`config.mk`:
```
export PLATFORM = sky130hd
export DESIGN_NAME = pwm_tick_engine
export DESIGN_NICKNAME = d
export VERILOG_FILES = /design/src/rtl/pwm_tick_engine.sv
export SDC_FILE = /design/constraint.sdc
export NUM_CORES = 1
export LEC_CHECK = 0
export ABC_AREA = 1
export CAP_MARGIN = 0
export CORE_ASPECT_RATIO = 1.4
export CORE_MARGIN = 4
export CORE_UTILIZATION = 65
export CTS_BUF_LIST = sky130_fd_sc_hd__clkbuf_4
export CTS_CLUSTER_DIAMETER = 80
export DETAILED_ROUTE_END_ITERATION = 10
export PLACE_DENSITY = 0.95
export SYNTH_ARGS = -nofsm -noshare
export SYNTH_HDL_FRONTEND = slang
export SYNTH_SLANG_ARGS = --single-unit
export TNS_END_PERCENT = 5
```
`constraint.sdc`:
```
create_clock -name clk -period 4 [get_ports clk]
set_clock_uncertainty 0.2 [all_clocks]
set_input_delay 1.2 -clock clk [delete_from_list [all_inputs] [get_ports clk]]
set_output_delay 1.2 -clock clk [all_outputs]
set_load 0.02 [all_outputs]
```
`src/rtl/pwm_tick_engine.sv`:
```
// Purpose : tick generator (one-cycle `zero` every PERIOD enabled clocks) plus
//           counter-compare PWM with a duty register latched once per period.
// Latency : outputs are combinational from registered state, gated by enable;
//           duty_cycle changes apply at the next PWM period start.
// Backpressure: none; free-running while enable=1, frozen/cleared while enable=0.
//
// Ports:
//   clk        - system clock, rising edge
//   reset      - asynchronous active-low reset (0 = in reset)
//   enable     - run enable for both counters
//   duty_cycle - requested PWM high time in clocks per 2^WIDTH period
//   zero       - one-cycle tick when the down-counter is at 0 while enabled
//   pwm_out    - PWM output
module pwm_tick_engine #(
  parameter int WIDTH  = 8,
  parameter int PERIOD = 3_906_250
) (
  input  logic             clk,
  input  logic             reset,
  input  logic             enable,
  input  logic [WIDTH-1:0] duty_cycle,
  output logic             zero,
  output logic             pwm_out
);

  if (PERIOD < 1) begin : g_period_check
    $error("pwm_tick_engine: PERIOD must be >= 1");
  end

  localparam int               DC_W      = (PERIOD > 1) ? $clog2(PERIOD) : 1;
  localparam logic [DC_W-1:0]  DC_RELOAD = DC_W'(PERIOD - 1);
  localparam logic [WIDTH-1:0] PWM_MAX   = '1;

  logic [DC_W-1:0]  dc_count;
  logic [WIDTH-1:0] pwm_count;
  logic [WIDTH-1:0] duty_reg;
  logic             duty_load;

  // Tick down-counter: frozen (not reloaded) while disabled, so a paused
  // interval resumes where it left off.
  always_ff @(posedge clk or negedge reset) begin
    if (!reset) begin
      dc_count <= DC_RELOAD;
    end else if (enable) begin
      if (dc_count == '0) begin
        dc_count <= DC_RELOAD;
      end else begin
        dc_count <= dc_count - 1'b1;
      end
    end
  end

  // PWM counter: wraps naturally at 2^WIDTH; cleared while disabled so every
  // enable starts a fresh period at count 0.
  always_ff @(posedge clk or negedge reset) begin
    if (!reset) begin
      pwm_count <= '0;
    end else if (enable) begin
      pwm_count <= pwm_count + 1'b1;
    end else begin
      pwm_count <= '0;
    end
  end

  // Duty is sampled only on the last count of a period (or continuously while
  // disabled) so the compare value never changes mid-period.
  assign duty_load = !enable || (pwm_count == PWM_MAX);

  always_ff @(posedge clk or negedge reset) begin
    if (!reset) begin
      duty_reg <= '0;
    end else if (duty_load) begin
      duty_reg <= duty_cycle;
    end
  end

  // Gating with reset keeps both outputs low during reset even when PERIOD=1,
  // where the reset value of dc_count is already 0.
  assign zero    = reset & enable & (dc_count == '0);
  assign pwm_out = reset & enable & (pwm_count < duty_reg);

endmodule

```
==> impl_metrics.ini, run 1 <==
[status]
outcome = complete, no violations

[timing]
worstMarginPinSlew_ns = 0.8080
period_share_pct = 96.77
hold_viol = 0
min_period_ns = 3.871
max_slew_margin_pct = 45.78
rsz0062_at_grt = no
fmax_mhz = 258.3
fin_worst_hold_slack_ns = 0.2943
maxSlewViolCount = 0
report.final.setup_viol = 0

[clocking]
clk_pin_slew_ns = 0.10
cts.sinks = 38
insertion_delay_ns = 0.35
cts.htree.levels = 2
cts_buffers = 5
postCtsSetupRepairBufs = 0
cts_max_path_buffers = 2
root_buffer = clkbuf_4
tritoncts = built

[logic_synthesis]
synth-edff-count = 0
yosysWarningCount = 0
ys.flop_type = dfrtp_1
yosysMostFrequentCell = nand2_1
ys_seq_elements = 38
synth_top_area_share_pct = 29.48
synth_area_leaders = dfrtp_1 (29%), dfstp_2 (16%), nand2_1 (12%)
ys_seq_area_share_pct = 45.58
synth_nets = 297
ys_types = 23
syn-instance-count = 277
synthArstFlopShare_pct = 100.0
avgSynthCellArea_um2 = 7.661
yosys.area.top_type = dfrtp_1
synth_commonest_cells = nand2_1 (69), nor2_1 (52), inv_1 (33), dfrtp_1 (25), nand3_1 (24)
netlist_area_um2 = 2122

[pwr]
p_per_area_nw_per_um2 = 507.4
vdd_ir_drop_max_mv = 0.3463
p_leak_nw = 1.199

[floorplan]
io_pins = 13
initial_core_util_pct = 67.95
die_w_um = 56.29
row_count = 24
core_um2 = 3123
dieArea_um2 = 4256
die_y_um = 75.61

[setup_path]
startpoint = enable
worstSetupPathType = in -> out
reg2regPathDepth = 6
cp-start-kind = input port
r2r_start = pwm_count[0]
worstPathMaxFanout = 2
end_kind = output pin
cp.required_ns = 2.60
cp_data_arrival_time_ns = 2.47

[global_route]
grt_max_degree = 22
grt_pass1_vias = 1706
antenna_found_initial = 0
grt_pass1_wl_mm = 6.844
grt_usage_pct = 20.94
grt_overflow = 0

[routing]
routed_via_density = 5.310
ant_nets = 0
wl_per_cell_um = 11.94
drt-total-wl_mm = 4.048
drc = 0
firstDrtPassIters = 4
vias = 1800
drtIter0Drc = 60

[finish]
fillers = 224
drive_gt1_share_pct = 11.33
syn2layout_area_growth_pct = 11.08
largest_reg_flops = 22
stdcell_area_um2 = 2357
diodes = 0
nets = 319

[min_path]
hp-start = dc_count[0]
hold_depth = 2
hold_path_class = reg -> reg

[place]
place_congestion = 0.8577
dpl_cell_area_um2 = 2305
place.detailed.hpwl_mm = 3.188
portBuffers = 12

[flow_run]
maxCapViolCount = 0
## kinds of logic after synthesis
group,share of synthesized area [%]
xor+xnor,2.477
flops,45.58
compound gates,6.250
fa+ha+maj,5.307
simple gates,33.14
buf+inv,7.252
## placed cells by master, fill, tap and decap left out, types with 2 or more instances in the layout
cell,netlist,layout
xnor2_1,3,3
clkbuf_4,0,6
buf_4,0,6
nand2_1,69,69
nand3b_1,4,4
a21oi_1,9,9
inv_1,33,33
nor2_1,52,52
ha_1,9,9
dfrtp_1,25,25
nor3_1,2,2
and2_1,2,2
or2_2,2,2
xor2_1,3,3
nand3_1,24,24
dfstp_2,13,13
nor2_4,3,3
o21ai_0,15,15
clkdlybuf4s50_1,0,9
nand4_1,2,2
## area by class of cell
cell class | instances | area, um^2 | share of cell area, %
Clock inverter | 2 | 8.758 | 0.3716
Tap cell | 39 | 48.80 | 2.070
Sequential cell | 38 | 967.2 | 41.03
Multi-Input combinational cell | 202 | 1001 | 42.46
Clock buffer | 6 | 45.04 | 1.911
Inverter | 34 | 127.6 | 5.414
Timing Repair Buffer | 18 | 158.9 | 6.741
## critical path, cell delays in order
cell,delay [ns]
clkdlybuf4s50_1,0.50
nand3_1,0.15
nor2_4,0.14
nand3_4,0.07
nor2_1,0.10
clkdlybuf4s15_1,0.31
## power breakdown
part	leakage [nW]	total, mW	internal (mW)	switching, mW
sequential	0.453	0.593	0.510	0.0828
combinational	0.713	0.410	0.155	0.255
clock	0.0331	0.193	0.0728	0.120
total	1.20	1.20	0.737	0.459
## path summary, 6_finish.rpt
kind | to | slack, ns
worst max register to register | duty_reg[2] | 1.99
worst max-delay path | zero | 0.13
max in group asynchronous | dc_count[0] | 2.62
min in group asynchronous | dc_count[10] | 0.45
worst min-delay path | dc_count[0] | 0.29
worst min register to register | dc_count[0] | 0.29
## layer usage
metal	vias to the layer above	routed length [um]	global-route usage [%]
met5	-	0	0
met4	0	134	11.87
met3	16	128	4.915
met2	37	2110	39.40
met1	830	1674	21.44
li1	917	-	-
## metrics by stage
stage	std cells	setup WS (ns)	total power [mW]	util [%]	setup TNS [ns]
5_1_grt	339	0.02021	1.294	75.48	0
2_1_floorplan	277	0.5365	0.9021	-	0
6_report	339	0.1291	1.196	75.48	0
3_3_place_gp	331	-0.1763	0.9858	73.80	-0.2517
4_1_cts	339	0.08891	1.208	75.44	0
3_5_place_dp	331	-0.1806	1.009	73.80	-0.2587
## timing repair
item / 4_1_cts / 5_1_grt
gates resized for setup: 2 / 1
hold buffers: 0 / 0
cloned: 0 / 0
endpoints found under the setup margin: 2 / 1
Power figures use the tool's default switching activity.
==> run 2, diff against run 1 <==
--- a/config.mk
+++ b/config.mk
@@ -8,12 +8,12 @@
 export ABC_AREA = 1
 export CAP_MARGIN = 0
 export CORE_ASPECT_RATIO = 1.4
-export CORE_MARGIN = 4
-export CORE_UTILIZATION = 65
+export CORE_MARGIN = 10
+export CORE_UTILIZATION = 45
 export CTS_BUF_LIST = sky130_fd_sc_hd__clkbuf_4
 export CTS_CLUSTER_DIAMETER = 80
 export DETAILED_ROUTE_END_ITERATION = 10
-export PLACE_DENSITY = 0.95
+export PLACE_DENSITY = 0.72
 export SYNTH_ARGS = -nofsm -noshare
 export SYNTH_HDL_FRONTEND = slang
 export SYNTH_SLANG_ARGS = --single-unit
==> constraint.sdc (replaced) <==
create_clock -name clk -period 4 [get_ports clk]
set_clock_uncertainty 0.2 [all_clocks]
set_input_delay 1.2 -clock clk [delete_from_list [all_inputs] [get_ports clk]]
set_output_delay 1.2 -clock clk [all_outputs]
set_load 0.005 [all_outputs]
==> impl_metrics.ini, run 2 (synthesis gave the netlist of run 1 again) <==
[clocking]
clk_pin_slew_ns = 0.11
cts_max_path_buffers = 2
cts.htree.levels = 2
insertion_delay_ns = 0.35
root_buffer = clkbuf_4
cts.sinks = 38
cts_buffers = 5
tritoncts = built

[routing]
drc = 0
drt-total-wl_mm = 4.309
firstDrtPassIters = 4
ant_nets = 0
wl_per_cell_um = 11.74
vias = 1810
drtIter0Drc = 129
routed_via_density = 4.932

[finish]
drive_gt1_share_pct = 13.77
most-common-layout-cells = nand2_1 (69), nor2_1 (51), inv_1 (33)
diodes = 0
largest_reg_flops = 22
syn2layout_area_growth_pct = 15.15
stdcell_area_um2 = 2444
nets = 324
fin_cells = 367
final_common_cell = nand2_1

[setup_path]
crit_slowest_cell = clkdlybuf4s50_1
worstPathMaxFanout = 2
cp.required_ns = 2.60
crit_chain = clkdlybuf4s50_1 > nand3_2 > nor2_4 > nand3_4 > nor2_2 > dlygate4sd2_1
worstSetupPathType = in -> out
cp-start-kind = input port
max_stage_delay_ns = 0.51
cp_data_arrival_time_ns = 2.44
end_kind = output pin

[global_route]
grt_max_degree = 28
grt_usage_pct = 11.70
grt_overflow = 0
grt_pass1_vias = 1787
antenna_found_initial = 0
grt_pass1_wl_mm = 7.610

[place]
dp.cells = 354
place_congestion = 0.8446
place.detailed.hpwl_mm = 3.310
dpl_cell_area_um2 = 2333
portBuffers = 12

[timing]
max_slew_margin_pct = 42.71
rsz0062_at_grt = no
maxSlewViolCount = 0
worstMarginPinSlew_ns = 0.8536
min_period_ns = 3.843
period_share_pct = 96.06
fmax_mhz = 260.2
report.final.setup_viol = 0
hold_viol = 0

[pwr]
vdd_ir_drop_max_mv = 0.2726
p_leak_nw = 1.243
p_per_area_nw_per_um2 = 500.2

[floorplan]
dieArea_um2 = 7901
io_pins = 13
die_y_um = 101.3
die_w_um = 78.04
row_count = 29
initial_core_util_pct = 46.79
core_um2 = 4536

[flow_run]
maxCapViolCount = 0

[min_path]
hold_path_class = reg -> reg

[status]
outcome = complete, no violations
==> run 2: area by class of cell <==
type,instances,area [um^2]
Tap cell,62,77.57
Clock buffer,8,60.06
Fill cell,439,2092
Timing Repair Buffer,23,202.7
Sequential cell,38,967.2
Multi-Input combinational cell,202,1008
Inverter,34,127.6
==> run 2: final timing paths <==
path                                    from  depth (start not counted)            to  slack (ns)
worst min-delay path            dc_count[21]                          2  dc_count[21]        0.29
worst max-delay path                  enable                          6          zero        0.16
min in group asynchronous              reset                          2  dc_count[13]        0.65
worst max register to register  pwm_count[0]                          7   duty_reg[3]        1.95
max in group asynchronous              reset                          2   dc_count[3]        2.57
worst min register to register  dc_count[21]                          2  dc_count[21]        0.29
==> run 2: critical path, delay by kind of cell <==
family / cells / cell delay, ns
buffers and inverters: 2 / 0.76
AND/OR/NAND/NOR: 4 / 0.48
==> run 2: per-layer routing <==
metal / vias up / track usage [%] / routed length [um]
li1: 922 / - / -
met1: 854 / 12.08 / 1705
met2: 28 / 22.46 / 2395
met3: 6 / 2.926 / 153
met4: 0 / 3.734 / 55
met5: - / 0 / 0
==> run 2: power breakdown <==
group / switching (mW) / internal, mW / leakage, nW / total (mW)
logic: 0.254 / 0.158 / 0.753 / 0.412
registers: 0.0823 / 0.510 / 0.453 / 0.592
clock network: 0.128 / 0.0905 / 0.0368 / 0.218
total: 0.464 / 0.759 / 1.24 / 1.22
==> run 2: what timing repair did <==
| item | CTS | global route |
|---|---|---|
| setup endpoints to repair | 1 | 1 |
| buffers inserted | 1 | 4 |
| hold buffers | 0 | 0 |
| gates resized for setup | 4 | 1 |
| pin swaps | 1 | 0 |
==> run 2: through the flow <==
stage | hold WS [ns] | setup TNS (ns) | util [%] | total power, mW | setup WS [ns]
floorplan | 0.2524 | 0 | - | 0.9013 | 0.7203
global placement | 0.2706 | -0.1283 | 51.45 | 0.9935 | -0.1283
detailed placement | 0.2794 | -0.1408 | 51.45 | 1.010 | -0.1408
CTS | 0.2907 | 0 | 53.16 | 1.234 | 0.01824
global route | 0.3181 | 0 | 53.88 | 1.331 | 0.09259
finish | 0.2911 | 0 | 53.88 | 1.222 | 0.1574
